**config.mk**
```make
export PLATFORM = sky130hd
export DESIGN_NAME = text_console_ctrl_flat
export DESIGN_NICKNAME = d
export VERILOG_FILES = /design/src/rtl/text_pkg.sv /design/src/rtl/text_console_ctrl_if.sv /design/src/rtl/text_cursor.sv /design/src/rtl/text_console_ctrl.sv /design/src/flat_wrapper.sv
export SDC_FILE = /design/constraint.sdc
export NUM_CORES = 1
export LEC_CHECK = 0
export BUFFER_PORTS_ARGS = -buffer_cell sky130_fd_sc_hd__buf_2
export CELL_PAD_IN_SITES_DETAIL_PLACEMENT = 1
export CELL_PAD_IN_SITES_GLOBAL_PLACEMENT = 1
export CORE_MARGIN = 2
export CORE_UTILIZATION = 28
export DETAILED_ROUTE_END_ITERATION = 7
export PLACE_DENSITY_LB_ADDON = 0.12
export SLEW_MARGIN = 5
export SYNTH_ARGS = -nofsm -noshare
export SYNTH_HDL_FRONTEND = slang
export SYNTH_SLANG_ARGS = --single-unit
```
**constraint.sdc**
```tcl
create_clock -name clk -period 2.03 [get_ports clk]
set_clock_uncertainty 0.1 [all_clocks]
set_input_delay 0.203 -clock clk [delete_from_list [all_inputs] [get_ports clk]]
set_output_delay 0.203 -clock clk [all_outputs]
set_load 0.05 [all_outputs]
```
**src/rtl/text_pkg.sv**
```systemverilog
// Shared types and geometry for the text console command sequencer.
// Defines command opcodes, FSM states and the 80x30 cell constants.
package text_pkg;

   localparam int TXT_COLS   = 80;
   localparam int TXT_ROWS   = 30;
   localparam int TXT_CELLS  = TXT_COLS * TXT_ROWS;
   localparam int TXT_ADDR_W = 12;
   localparam int TXT_CHAR_W = 4;

   typedef enum logic [1:0] {
      OP_PUTC   = 2'b00,
      OP_CLEAR  = 2'b01,
      OP_SETPOS = 2'b10,
      OP_RSVD   = 2'b11
   } cmd_op_e;

   typedef enum logic {
      ST_IDLE  = 1'b0,
      ST_CLEAR = 1'b1
   } state_e;

endpackage

```
**src/rtl/text_console_ctrl_if.sv**
```systemverilog
// CPU command channel: valid/ready handshake with opcode and payload.
// master = CPU side (drives valid/op/data), slave = sequencer side (drives ready).
interface text_console_ctrl_if;
   import text_pkg::*;

   logic        cmd_valid;
   cmd_op_e     cmd_op;
   logic [11:0] cmd_data;
   logic        cmd_ready;

   modport master (
      output cmd_valid,
      output cmd_op,
      output cmd_data,
      input  cmd_ready
   );

   modport slave (
      input  cmd_valid,
      input  cmd_op,
      input  cmd_data,
      output cmd_ready
   );

endinterface

```
**src/rtl/text_cursor.sv**
```systemverilog
// Hardware cursor: row, col and the matching linear cell address.
// Ports: clk, rst, inc/nl/load/zero controls, ld_row/ld_col, row/col/addr out.
module text_cursor
   import text_pkg::*;
#(
   parameter int COLS   = TXT_COLS,
   parameter int ROWS   = TXT_ROWS,
   parameter int ADDR_W = TXT_ADDR_W
) (
   input  logic              clk,
   input  logic              rst,
   input  logic              inc,
   input  logic              nl,
   input  logic              load,
   input  logic              zero,
   input  logic [4:0]        ld_row,
   input  logic [6:0]        ld_col,
   output logic [4:0]        row,
   output logic [6:0]        col,
   output logic [ADDR_W-1:0] addr
);

   localparam logic [4:0]        ROW_MAX = 5'(ROWS - 1);
   localparam logic [6:0]        COL_MAX = 7'(COLS - 1);
   localparam logic [ADDR_W-1:0] COLS_A  = ADDR_W'(COLS);

   logic last_row;
   assign last_row = (row == ROW_MAX);

   // addr tracks row*COLS+col incrementally; only load multiplies
   always_ff @(posedge clk) begin
      if (rst || zero) begin
         row  <= '0;
         col  <= '0;
         addr <= '0;
      end else if (load) begin
         row  <= ld_row;
         col  <= ld_col;
         addr <= ADDR_W'(ld_row) * COLS_A + ADDR_W'(ld_col);
      end else if (nl) begin
         col <= '0;
         if (last_row) begin
            row  <= '0;
            addr <= '0;
         end else begin
            row  <= row + 1'b1;
            addr <= addr - ADDR_W'(col) + COLS_A;
         end
      end else if (inc) begin
         if (col == COL_MAX) begin
            col <= '0;
            if (last_row) begin
               row  <= '0;
               addr <= '0;
            end else begin
               row  <= row + 1'b1;
               addr <= addr + 1'b1;
            end
         end else begin
            col  <= col + 1'b1;
            addr <= addr + 1'b1;
         end
      end
   end

endmodule

```
**src/rtl/text_console_ctrl.sv**
```systemverilog
// Command sequencer driving the text-buffer write port (PUTC/CLEAR/SETPOS).
// Ports: clk, rst, cmd (slave if), new_char, waddr, text_en, busy, cursor_row/col.
// Option: define TEXT_NEWLINE_EN to make glyph 4'hF a newline instead of a write.
module text_console_ctrl
   import text_pkg::*;
#(
   parameter int COLS   = TXT_COLS,
   parameter int ROWS   = TXT_ROWS,
   parameter int ADDR_W = TXT_ADDR_W,
   parameter int CHAR_W = TXT_CHAR_W
) (
   input  logic                clk,
   input  logic                rst,
   text_console_ctrl_if.slave  cmd,
   output logic [CHAR_W-1:0]   new_char,
   output logic [ADDR_W-1:0]   waddr,
   output logic                text_en,
   output logic                busy,
   output logic [4:0]          cursor_row,
   output logic [6:0]          cursor_col
);

   localparam logic [ADDR_W-1:0] CELLS   = ADDR_W'(COLS * ROWS);
   localparam logic [4:0]        ROW_LIM = 5'(ROWS);
   localparam logic [6:0]        COL_LIM = 7'(COLS);

   state_e              state_q, state_d;
   logic                ready_q, ready_d;
   logic                busy_q, busy_d;
   logic                en_q, en_d;
   logic [ADDR_W-1:0]   waddr_q, waddr_d;
   logic [ADDR_W-1:0]   cnt_q, cnt_d;
   logic [CHAR_W-1:0]   char_q, char_d;
   logic [ADDR_W-1:0]   cur_addr;
   logic                acc, inc, nl, load, zero, is_nl;
   logic [CHAR_W-1:0]   glyph;
   logic [4:0]          set_row;
   logic [6:0]          set_col;

   // ready_q is only ever high in IDLE
   assign acc     = cmd.cmd_valid & ready_q;
   assign glyph   = cmd.cmd_data[CHAR_W-1:0];
   assign set_row = cmd.cmd_data[11:7];
   assign set_col = cmd.cmd_data[6:0];

`ifdef TEXT_NEWLINE_EN
   assign is_nl = (glyph == '1);
`else
   assign is_nl = 1'b0;
`endif

   always_ff @(posedge clk) begin
      if (rst) state_q <= ST_IDLE;
      else     state_q <= state_d;
   end

   // cnt_q holds the next address to write; the first cell is
   // written on the accept edge so busy and text_en line up
   always_comb begin
      state_d = state_q;
      ready_d = ready_q;
      busy_d  = busy_q;
      en_d    = 1'b0;
      waddr_d = waddr_q;
      char_d  = char_q;
      cnt_d   = cnt_q;
      inc     = 1'b0;
      nl      = 1'b0;
      load    = 1'b0;
      zero    = 1'b0;
      unique case (state_q)
         ST_IDLE: begin
            ready_d = 1'b1;
            busy_d  = 1'b0;
            if (acc) begin
               unique case (cmd.cmd_op)
                  OP_PUTC: begin
                     if (is_nl) begin
                        nl = 1'b1;
                     end else begin
                        en_d    = 1'b1;
                        waddr_d = cur_addr;
                        char_d  = glyph;
                        inc     = 1'b1;
                     end
                  end
                  OP_CLEAR: begin
                     state_d = ST_CLEAR;
                     ready_d = 1'b0;
                     busy_d  = 1'b1;
                     en_d    = 1'b1;
                     waddr_d = '0;
                     char_d  = glyph;
                     cnt_d   = ADDR_W'(1);
                  end
                  OP_SETPOS: begin
                     load = (set_row < ROW_LIM) && (set_col < COL_LIM);
                  end
                  default: ;
               endcase
            end
         end
         ST_CLEAR: begin
            // char_q keeps the latched fill glyph throughout
            if (cnt_q == CELLS) begin
               state_d = ST_IDLE;
               ready_d = 1'b1;
               busy_d  = 1'b0;
               zero    = 1'b1;
            end else begin
               en_d    = 1'b1;
               waddr_d = cnt_q;
               cnt_d   = cnt_q + 1'b1;
            end
         end
         default: state_d = ST_IDLE;
      endcase
   end

   always_ff @(posedge clk) begin
      if (rst) begin
         ready_q <= 1'b0;
         busy_q  <= 1'b0;
         en_q    <= 1'b0;
         waddr_q <= '0;
         char_q  <= '0;
         cnt_q   <= '0;
      end else begin
         ready_q <= ready_d;
         busy_q  <= busy_d;
         en_q    <= en_d;
         waddr_q <= waddr_d;
         char_q  <= char_d;
         cnt_q   <= cnt_d;
      end
   end

   text_cursor #(
      .COLS   (COLS),
      .ROWS   (ROWS),
      .ADDR_W (ADDR_W)
   ) u_cursor (
      .clk    (clk),
      .rst    (rst),
      .inc    (inc),
      .nl     (nl),
      .load   (load),
      .zero   (zero),
      .ld_row (set_row),
      .ld_col (set_col),
      .row    (cursor_row),
      .col    (cursor_col),
      .addr   (cur_addr)
   );

   assign cmd.cmd_ready = ready_q;
   assign text_en       = en_q;
   assign waddr         = waddr_q;
   assign new_char      = char_q;
   assign busy          = busy_q;

endmodule

```
**src/flat_wrapper.sv**
```systemverilog
// flat-port wrapper written by rule: the top's interface ports become plain ports
module text_console_ctrl_flat import text_pkg::*;
#(
   parameter int COLS   = TXT_COLS,
   parameter int ROWS   = TXT_ROWS,
   parameter int ADDR_W = TXT_ADDR_W,
   parameter int CHAR_W = TXT_CHAR_W
)
  (clk, rst, new_char, waddr, text_en, busy, cursor_row, cursor_col, cmd_cmd_valid, cmd_cmd_op, cmd_cmd_data, cmd_cmd_ready);
  text_console_ctrl_if cmd_i ();
  input  logic clk;
  input  logic rst;
  output logic [CHAR_W-1:0] new_char;
  output logic [ADDR_W-1:0] waddr;
  output logic text_en;
  output logic busy;
  output logic [4:0] cursor_row;
  output logic [6:0] cursor_col;
  input wire logic [$bits(cmd_i.cmd_valid)-1:0] cmd_cmd_valid;
  input wire logic [$bits(cmd_i.cmd_op)-1:0] cmd_cmd_op;
  input wire logic [$bits(cmd_i.cmd_data)-1:0] cmd_cmd_data;
  output wire logic [$bits(cmd_i.cmd_ready)-1:0] cmd_cmd_ready;
  assign cmd_i.cmd_valid = cmd_cmd_valid;
  assign cmd_i.cmd_op = cmd_cmd_op;
  assign cmd_i.cmd_data = cmd_cmd_data;
  assign cmd_cmd_ready = cmd_i.cmd_ready;
  text_console_ctrl #(.COLS(COLS), .ROWS(ROWS), .ADDR_W(ADDR_W), .CHAR_W(CHAR_W)) u_core (.clk(clk), .rst(rst), .cmd(cmd_i), .new_char(new_char), .waddr(waddr), .text_en(text_en), .busy(busy), .cursor_row(cursor_row), .cursor_col(cursor_col));
endmodule
```
==> impl_metrics.py, run 1 <==
metrics = {
    "status": {
        "status": "finished, violations left",
        "violations": "negative setup slack",
    },
    "setup_path": {
        "path_cells": "inv_2, ha_4, or4bb_4, o31a_4, a21oi_4, or3_1, a21oi_1",
        "critical-path-top-delay-family": "simple AND/OR/NAND/NOR gates",
        "worstPathArrival_ps": 2150,
        "slowest_stage": "or4bb_4",
        "end_kind": "register",
        "path_class": "reg -> reg",
        "start_kind": "register",
        "cp_max_fo": 6,
        "required_ps": 2120,
        "cp_num_buf_inv": 1,
        "slowest_delay_ps": 510,
    },
    "final_layout": {
        "areaGrowthSynthToFinish_pct": 36.1,
        "insertedDiodeCount": 0,
        "nNetsFinal": 521,
        "final_common_cell": "buf_4",
        "final_cell_mix": "buf_4 (61), dfxtp_1 (53), buf_2 (47)",
        "final_area_um2": 4460,
        "drive_gt1_share_pct": 35.7,
        "fin_util_pct": 39.1,
    },
    "clocking": {
        "clockBufferDepth": 2,
        "cts_root_buf": "clkbuf_16",
        "cts.sinks": 56,
        "clk_pin_slew_ps": 80,
        "holdBufCountCts": 0,
        "h-tree-depth": 2,
        "clock_latency_ps": 320,
        "cts_tree": "built",
        "numCtsBuffers": 5,
    },
    "sta": {
        "setup_viol": 10,
        "post-route-min-period_ps": 2060,
        "layout_setup_ws_ps": -28.2,
        "fmax_mhz": 486,
        "fin_tns_setup_ps": -158,
        "rsz0062_at_grt": "true",
        "hold_viol": 0,
        "max_slew_margin_pct": 30.9,
        "finalMaxSlewViolations": 0,
        "worstMarginPinSlew_ps": 1040,
        "holdWs_ps": 46.3,
        "period_share_pct": 101,
    },
    "synthesis": {
        "synth_warnings": 0,
        "yosysSeqAreaShare_pct": 34.2,
        "synthArstFlopShare_pct": 0,
        "avgSynthCellArea_um2": 8.61,
        "syn-num-nets": 415,
        "synth-edff-count": 0,
        "ys_types": 61,
        "syn_area_um2": 3280,
        "yosys.area.top_type": "dfxtp_1",
        "syn_inst": 381,
        "synth_flop_cell": "dfxtp_1",
        "ys_ff_latch": 56,
        "synthDominantCellAreaShare_pct": 34.2,
        "yosys-top-cells-area": "dfxtp_1 (34%), ha_1 (5.7%), nor2_1 (5.2%), a21oi_1 (4.6%), a221oi_1 (3.2%)",
    },
    "route": {
        "drc": 0,
        "vias_per_cell": 5.19,
        "wl_per_cell_um": 17.4,
        "drtIter0Drc": 87,
        "drt-total-wl_mm": 11.0,
        "dr.pass1.iters": 4,
        "ant_nets": 0,
        "vias": 3275,
    },
    "pwr": {
        "combPwrFrac_pct": 21.6,
        "peakVddDrop_mv": 0.309,
        "swShare_pct": 31.3,
        "seq_power_share_pct": 43.8,
        "power.share.clock_pct": 34.7,
        "p_int_mw": 1.81,
        "power.density_nw_per_um2": 592,
        "p_sw_uw": 825,
        "leakagePower_nw": 1.76,
    },
    "placement": {
        "place_area_um2": 4120,
        "io_buffers": 47,
        "dpl.hpwl_mm": 8.32,
        "gp_congestion": 0.820,
    },
    "grt": {
        "overflow": 0,
        "grt_max_degree": 23,
        "grt_pass1_wl_mm": 18.1,
        "antenna_found_initial": 0,
        "grt_pass1_vias": 3447,
        "grt_usage_pct": 18.1,
    },
    "floorplanning": {
        "die_h_um": 112,
        "start_util_pct": 28.7,
        "placementRows": 39,
        "core_area_um2": 11400,
        "die_area_um2": 12600,
        "ios": 48,
        "die_x_um": 112,
    },
    "flow_run": {
        "drv_cap": 0,
    },
    "hold_path": {
        "hold_class": "in -> reg",
    },
}
-- worst reg2reg max path, cell delays in order, from the launching register on --
cell     delay (ps)
dfxtp_2         330
inv_2            60
ha_4            120
or4bb_4         510
o31a_4          370
a21oi_4         230
or3_1           150
a21oi_1          60
-- synth_stat cells, drive strengths merged, types with 2 or more instances --
cell     count
or2          2
xnor2       12
a2111oi      2
mux2i        4
o21ai       21
nor2        46
a211oi      11
o211ai       5
nor2b        2
nand2       22
and3         8
and2         5
nand3       16
and4         2
fa           2
buf         13
a21oi       31
or3          2
nand4       12
a221oi      12
a21o         3
dfxtp       56
inv         10
ha          15
nor4         3
nand2b       7
nor3        20
clkbuf       5
a22oi        2
xor2         9
-- cell families after synthesis --
| family | Yosys count | synth area share (%) |
|---|---|---|
| simple gates | 155 | 26.2 |
| buf+inv | 28 | 4.35 |
| compound gates | 100 | 21.4 |
| fa+ha+maj | 17 | 6.94 |
| flops | 56 | 34.2 |
| mux | 4 | 1.22 |
| xor+xnor | 21 | 5.61 |
-- final timing paths --
kind                                 startpoint            endpoint  slack [ps]  depth (start not counted)
worst max register to register  u_core.cnt_q[1]     u_core.cnt_q[6]         -30                          7
worst min register to register      u_core.busy         u_core.busy         360                          2
worst max-delay path            u_core.cnt_q[1]     u_core.cnt_q[6]         -30                          7
worst min-delay path            cmd_cmd_data[3]  u_core.new_char[3]          50                          3
-- stage by stage --
| step | cells | worst slack (ps) | total power [mW] |
|---|---|---|---|
| 2_1_floorplan | 381 | 0.178 | 1.51 |
| 3_3_place_gp | 617 | -124 | 1.71 |
| 3_5_place_dp | 617 | -195 | 1.72 |
| 4_1_cts | 630 | -62.1 | 2.67 |
| 5_1_grt | 631 | -125 | 2.78 |
| 6_report | 631 | -28.2 | 2.64 |
-- metal layers --
layer | share of wire (%) | track usage, % | up-vias
li1 | - | - | 1619
met1 | 50 | 25.1 | 1599
met2 | 46 | 29.0 | 48
met3 | 3.1 | 3.51 | 9
met4 | 1.1 | 4.72 | 0
met5 | 0 | 0 | -
-- registers in the layout, summed over array words and instances, names as in the netlist --
signal                cells
u_core.u_cursor.addr     12
u_core.cmd.cmd_ready      1
u_core.u_cursor.col       7
u_core.waddr             12
u_core.cnt_q             12
u_core.u_cursor.row       5
u_core.text_en            1
u_core.busy               1
u_core.new_char           4
u_core.state_q            1
-- final cells by class --
type / instances / area (µm²)
inverter: 10 / 37.5
clock inverter: 3 / 21.3
multi-input combinational: 298 / 2180
fill: 1361 / 6960
tap: 143 / 179
timing repair buffer: 116 / 792
sequential: 56 / 1120
clock buffer: 5 / 125
-- repair_timing --
action                                  4_1_cts  5_1_grt
pin swaps                                     8       21
buffers inserted                              3        2
resized for setup                            10       31
cloned                                        2        0
endpoints found under the setup margin       38       37
-- power by group through the flow --
stage | Sequential [mW] | Combinational [mW] | Clock [mW]
final | 1.16 | 0.569 | 0.916
after global routing | 1.16 | 0.620 | 0.995
after CTS | 1.15 | 0.556 | 0.955
after detailed placement | 1.18 | 0.541 | 0
after global placement | 1.18 | 0.534 | 0
after floorplan | 1.28 | 0.236 | 0
Power figures use the tool's default switching activity.
==> inputs of run 2 (changes only) <==
- ABC_AREA: default -> 1
- CORE_UTILIZATION: 28 -> 30
- SLEW_MARGIN: 5 -> default
==> impl_metrics.py, run 2 <==
metrics = {
    "status": {
        "status": "completed",
    },
    "clocking": {
        "cts_setup_buffers": 0,
        "cts_tree": "built",
        "h-tree-depth": 2,
        "cts.sinks": 56,
        "clock_latency_ps": 310,
        "numCtsBuffers": 5,
        "cts_root_buf": "clkbuf_16",
        "clockBufferDepth": 2,
        "postCtsResizedCells": 0,
        "clk_pin_slew_ps": 80,
        "holdBufCountCts": 0,
    },
    "synthesis": {
        "avgSynthCellArea_um2": 6.36,
        "yosys.area.top_type": "dfxtp_1",
        "synth_mux_area_share_pct": 0,
        "synth_top_family_by_area": "simple AND/OR/NAND/NOR gates",
        "syn_area_um2": 3600,
        "syn-num-nets": 600,
        "synth_warnings": 0,
        "syn_inst": 566,
        "yosysSeqAreaShare_pct": 31.2,
        "yosysMostFrequentCell": "nand2_1",
        "synth_flop_cell": "dfxtp_1",
        "ys_top_cells_by_count": "nand2_1 (129), nor2_1 (100), nand3_1 (63)",
        "synth-edff-count": 0,
        "synth_fa_ha_area_share_pct": 6.33,
        "yosys-top-cells-area": "dfxtp_1 (31%), nand2_1 (13%), nor2_1 (10%), nand3_1 (8.8%), o21ai_0 (7.1%)",
        "ys_types": 32,
        "synthArstFlopShare_pct": 0,
        "synthSimpleGateAreaFrac_pct": 38.1,
        "synthDominantCellAreaShare_pct": 31.2,
        "ys_ff_latch": 56,
        "synth_xor_area_share_pct": 2.43,
        "synth_compound_area_share_pct": 12.7,
    },
    "setup_path": {
        "worstPathArrival_ps": 1970,
        "path_class": "in -> reg",
        "r2r-end": "u_core.waddr[5]",
        "ff2ff_setup_slack_ps": 210,
        "timing.rr.start": "u_core.cnt_q[7]",
        "required_ps": 2140,
        "end_kind": "register",
        "cp_max_fo": 3,
        "start_kind": "input port",
        "reg2regPathDepth": 9,
    },
    "route": {
        "vias": 3810,
        "drc": 0,
        "dr.pass1.iters": 4,
        "ant_nets": 0,
        "vias_per_cell": 4.92,
        "drt-total-wl_mm": 11.6,
        "wl_per_cell_um": 15.0,
        "drtIter0Drc": 112,
    },
    "hold_path": {
        "holdPathStages": 3,
        "whs_endpoint": "u_core.new_char[1]",
        "hold_class": "in -> reg",
        "min_from": "cmd_cmd_data[1]",
    },
    "floorplanning": {
        "die_h_um": 114,
        "placementRows": 40,
        "die_x_um": 114,
        "die_area_um2": 12900,
        "ios": 48,
        "core_area_um2": 11900,
        "start_util_pct": 30.3,
    },
    "final_layout": {
        "insertedDiodeCount": 0,
        "final_cell_mix": "nand2_1 (128), nor2_1 (99), nand3_1 (63)",
        "nNetsFinal": 661,
        "final_common_cell": "nand2_1",
        "areaGrowthSynthToFinish_pct": 18.4,
        "fillers": 1566,
        "drive_gt1_share_pct": 15.9,
    },
    "pwr": {
        "peakVddDrop_mv": 0.355,
        "leakagePower_nw": 1.93,
        "power.density_nw_per_um2": 604,
    },
    "placement": {
        "io_buffers": 47,
        "dpl.hpwl_mm": 8.95,
        "gp_congestion": 0.799,
    },
    "grt": {
        "grt_pass1_wl_mm": 19.4,
        "grt_pass1_vias": 3872,
        "overflow": 0,
        "grt_usage_pct": 19.0,
        "antenna_found_initial": 0,
        "grt_max_degree": 29,
    },
    "sta": {
        "period_share_pct": 91.4,
        "rsz0062_at_grt": "false",
        "post-route-min-period_ps": 1850,
        "holdWs_ps": 28.1,
        "max_slew_margin_pct": 69.2,
        "fin_tns_setup_ps": 0,
        "finalMaxSlewViolations": 0,
        "hold_viol": 0,
        "worstMarginPinSlew_ps": 460,
        "setup_viol": 0,
        "fmax_mhz": 539,
    },
    "flow_run": {
        "drv_cap": 0,
    },
}
run 2: kinds of logic (layout without fill, tap and decap cells):
group                    Yosys count  after routing
AND/OR/NAND/NOR                  319            319
AO/OA/AOI/OAI                     87             87
buffers and inverters             77            139
flip-flops                        56             56
adder cells (fa/ha/maj)           17             17
XOR/XNOR                          10             10
run 2: through the flow:
stage          instance area [µm²]  power, mW  cells  utilization, %  setup WS [ps]
5_1_grt                       4260       2.71    775            35.9           26.6
2_1_floorplan                 3600       1.52    566               -           40.5
3_5_place_dp                  4080       1.68    767            34.4           -165
6_report                      4260       2.57    775            35.9            175
3_3_place_gp                  4080       1.67    767            34.4           -110
4_1_cts                       4230       2.63    775            35.6           98.2
run 2: area by class of cell:
class | count | area [µm²] | area share (%)
clock buffers | 5 | 125 | 2.94
repair buffers | 69 | 400 | 9.40
clock inverters | 3 | 21.3 | 0.499
flip-flops and latches | 56 | 1120 | 26.3
well taps | 147 | 184 | 4.32
multi-input cells | 433 | 2170 | 51.1
inverters | 62 | 233 | 5.46
run 2: where the power goes:
part	internal, mW	leakage (nW)	switching [mW]	total [mW]
Clock	0.462	0.0702	0.461	0.923
Combinational	0.146	1.40	0.334	0.481
Sequential	1.14	0.455	0.0316	1.17
Total	1.75	1.93	0.827	2.57
run 2: how the worst max path moves through the flow:
stage,start,to,slack [ps]
after floorplan,u_core.u_cursor.col[1],u_core.u_cursor.addr[11],40
after global placement,cmd_cmd_data[8],u_core.u_cursor.addr[10],-110
after detailed placement,cmd_cmd_data[8],u_core.u_cursor.addr[9],-160
after CTS,u_core.u_cursor.col[0],u_core.u_cursor.addr[10],100
after global routing,u_core.u_cursor.col[0],u_core.u_cursor.addr[10],30
final,cmd_cmd_data[8],u_core.u_cursor.addr[10],180
run 2: metal layers:
metal / routed length [µm] / part of all wire, % / up-vias / track usage, %
met5: 0 / 0 / - / 0
met4: 163 / 1.4 / 0 / 4.55
met3: 298 / 2.6 / 9 / 3.61
met2: 5770 / 50 / 43 / 34.6
met1: 5370 / 46 / 1815 / 23.1
li1: - / - / 1943 / -
run 2: critical path, stage by stage:
cell and delay (ps):
buf_2 110, ha_1 290, ha_1 230, fa_1 390
nand2_1 90, inv_1 50, nor2_1 150, nand3_1 110
inv_1 70, nand2_1 50, nand3_1 60, nand3_1 60
nand2_1 70, inv_1 30
==> inputs of run 3 (changes only) <==
- clock period: 2.03 -> 1.6 ns (I/O delays scaled with it)
==> impl_metrics.py, run 3 (synthesized netlist as in run 2, its figures left out) <==
metrics = {
    "status": {
        "status": "finished, violations left",
        "violations": "negative setup slack",
    },
    "sta": {
        "fin_tns_setup_ps": -54.1,
        "period_share_pct": 103,
        "post-route-min-period_ps": 1650,
        "finalMaxSlewViolations": 0,
        "setup_viol": 1,
        "fmax_mhz": 605,
        "worstMarginPinSlew_ps": 354,
        "hold_viol": 0,
        "max_slew_margin_pct": 76.4,
        "rsz0062_at_grt": "true",
        "layout_setup_ws_ps": -54.1,
    },
    "final_layout": {
        "drive_gt1_share_pct": 42.5,
        "final_common_cell": "nand2_1",
        "final_cell_mix": "nand2_1 (106), buf_4 (83), nor2_1 (82)",
        "final_area_um2": 5610,
        "fillers": 1489,
        "insertedDiodeCount": 0,
        "nNetsFinal": 743,
        "areaGrowthSynthToFinish_pct": 56.0,
    },
    "clocking": {
        "cts.sinks": 56,
        "cts_tree": "built",
        "clk_pin_slew_ps": 80,
        "clock_latency_ps": 320,
        "numCtsBuffers": 5,
        "cts_root_buf": "clkbuf_16",
        "h-tree-depth": 2,
        "clockBufferDepth": 2,
    },
    "route": {
        "drc": 0,
        "vias_per_cell": 4.90,
        "ant_nets": 0,
        "vias": 4196,
        "wl_per_cell_um": 15.6,
        "drtIter0Drc": 99,
        "drt-total-wl_mm": 13.4,
        "dr.pass1.iters": 6,
    },
    "grt": {
        "overflow": 0,
        "grt_usage_pct": 20.8,
        "grt_max_degree": 23,
        "antenna_found_initial": 0,
        "grt_pass1_wl_mm": 21.3,
        "grt_use_met1_pct": 24.6,
        "grt_pass1_vias": 4352,
        "grt_use_met3_pct": 3.51,
        "use_met2_pct": 39.1,
        "top_usage_layer": "met2",
    },
    "floorplanning": {
        "die_area_um2": 12900,
        "placementRows": 40,
        "start_util_pct": 30.3,
        "ios": 48,
        "die_x_um": 114,
        "die_h_um": 114,
        "core_area_um2": 11900,
    },
    "setup_path": {
        "start_kind": "register",
        "worstPathArrival_ps": 1760,
        "path_cells": "buf_4, nor3_4, nand2_2, nand2_4, buf_12, buf_12, o21ai_1, inv_1, a21oi_2",
        "slowest_stage": "dfxtp_2",
        "slowest_delay_ps": 340,
        "cp_max_fo": 8,
        "cp_common_cell": "buf_12",
        "path_class": "reg -> reg",
        "end_kind": "register",
        "required_ps": 1710,
    },
    "placement": {
        "dpl.hpwl_mm": 10.1,
        "dp_slack_ps": -488,
        "place_area_um2": 4710,
        "gp_congestion": 0.845,
        "io_buffers": 47,
    },
    "pwr": {
        "total_power_mw": 3.58,
        "leakagePower_nw": 2.46,
        "peakVddDrop_mv": 0.438,
        "power.density_nw_per_um2": 638,
    },
    "flow_run": {
        "drv_cap": 0,
    },
    "hold_path": {
        "hold_class": "in -> reg",
    },
}
-- run 3: changes by cell type in the layout (fill, tap and decap cells not counted), moves of 17 or more --
cell     before  now
nor2_1       99   82
buf_4        22   83
o21ai_2       3   20
o21ai_0      51   27
nand2_1     128  106
dfxtp_1      56   38
nand2_2       3   20
-- run 3: timing repair --
| action | 4_1_cts | 5_1_grt |
|---|---|---|
| hold buffers | 1 | 0 |
| gates cloned | 1 | 0 |
| endpoints found under the setup margin | 52 | 51 |
| pin swaps | 19 | 33 |
| gates resized for setup | 62 | 120 |
| setup buffers | 5 | 9 |
| endpoints found under the hold margin | 1 | 0 |
-- run 3: area by class of cell --
| cell class | instances | area (µm²) | area share [%] |
|---|---|---|---|
| multi-input cells | 433 | 2720 | 48.5 |
| repair buffers | 151 | 1170 | 20.8 |
| flip-flops and latches | 56 | 1150 | 20.5 |
| inverters | 62 | 235 | 4.19 |
| well taps | 147 | 184 | 3.28 |
| clock buffers | 6 | 139 | 2.47 |
| clock inverters | 2 | 13.8 | 0.245 |
-- run 3: power by group --
part           switching (mW)  internal [mW]  leakage (nW)
logic                   0.524          0.354          1.92
registers              0.0451           1.44         0.464
clock network           0.585          0.629        0.0772
total                    1.15           2.43          2.46
-- run 3: final timing paths --
kind / end / slack (ps) / startpoint / cells after the start
setup / recovery: u_core.u_cursor.addr[0] / -50 / u_core.state_q / 9
hold / removal: u_core.new_char[2] / 10 / cmd_cmd_data[2] / 3
setup reg to reg: u_core.u_cursor.addr[0] / -50 / u_core.state_q / 9
hold reg to reg: u_core.busy / 370 / u_core.busy / 2
-- run 3: through the flow --
| stage | cells | hold slack [ps] | util [%] |
|---|---|---|---|
| after floorplan | 566 | 119 | - |
| after global placement | 835 | 302 | 39.7 |
| after detailed placement | 835 | 312 | 39.7 |
| after CTS | 849 | 0.336 | 43.0 |
| after global routing | 857 | 29.9 | 47.3 |
| final | 857 | 10.8 | 47.3 |
-- run 3: metal layers --
metal,vias up,wire length [µm]
li1,2116,-
met2,42,7090
met3,10,329
met4,0,182
met5,-,0
met1,2028,5810
-- run 3: worst max-delay path: cells and delay by family, from the launching register on --
family / cells / cell delay, ps
buf+inv: 4 / 490
simple gates: 3 / 490
flops: 1 / 340
compound gates: 2 / 120
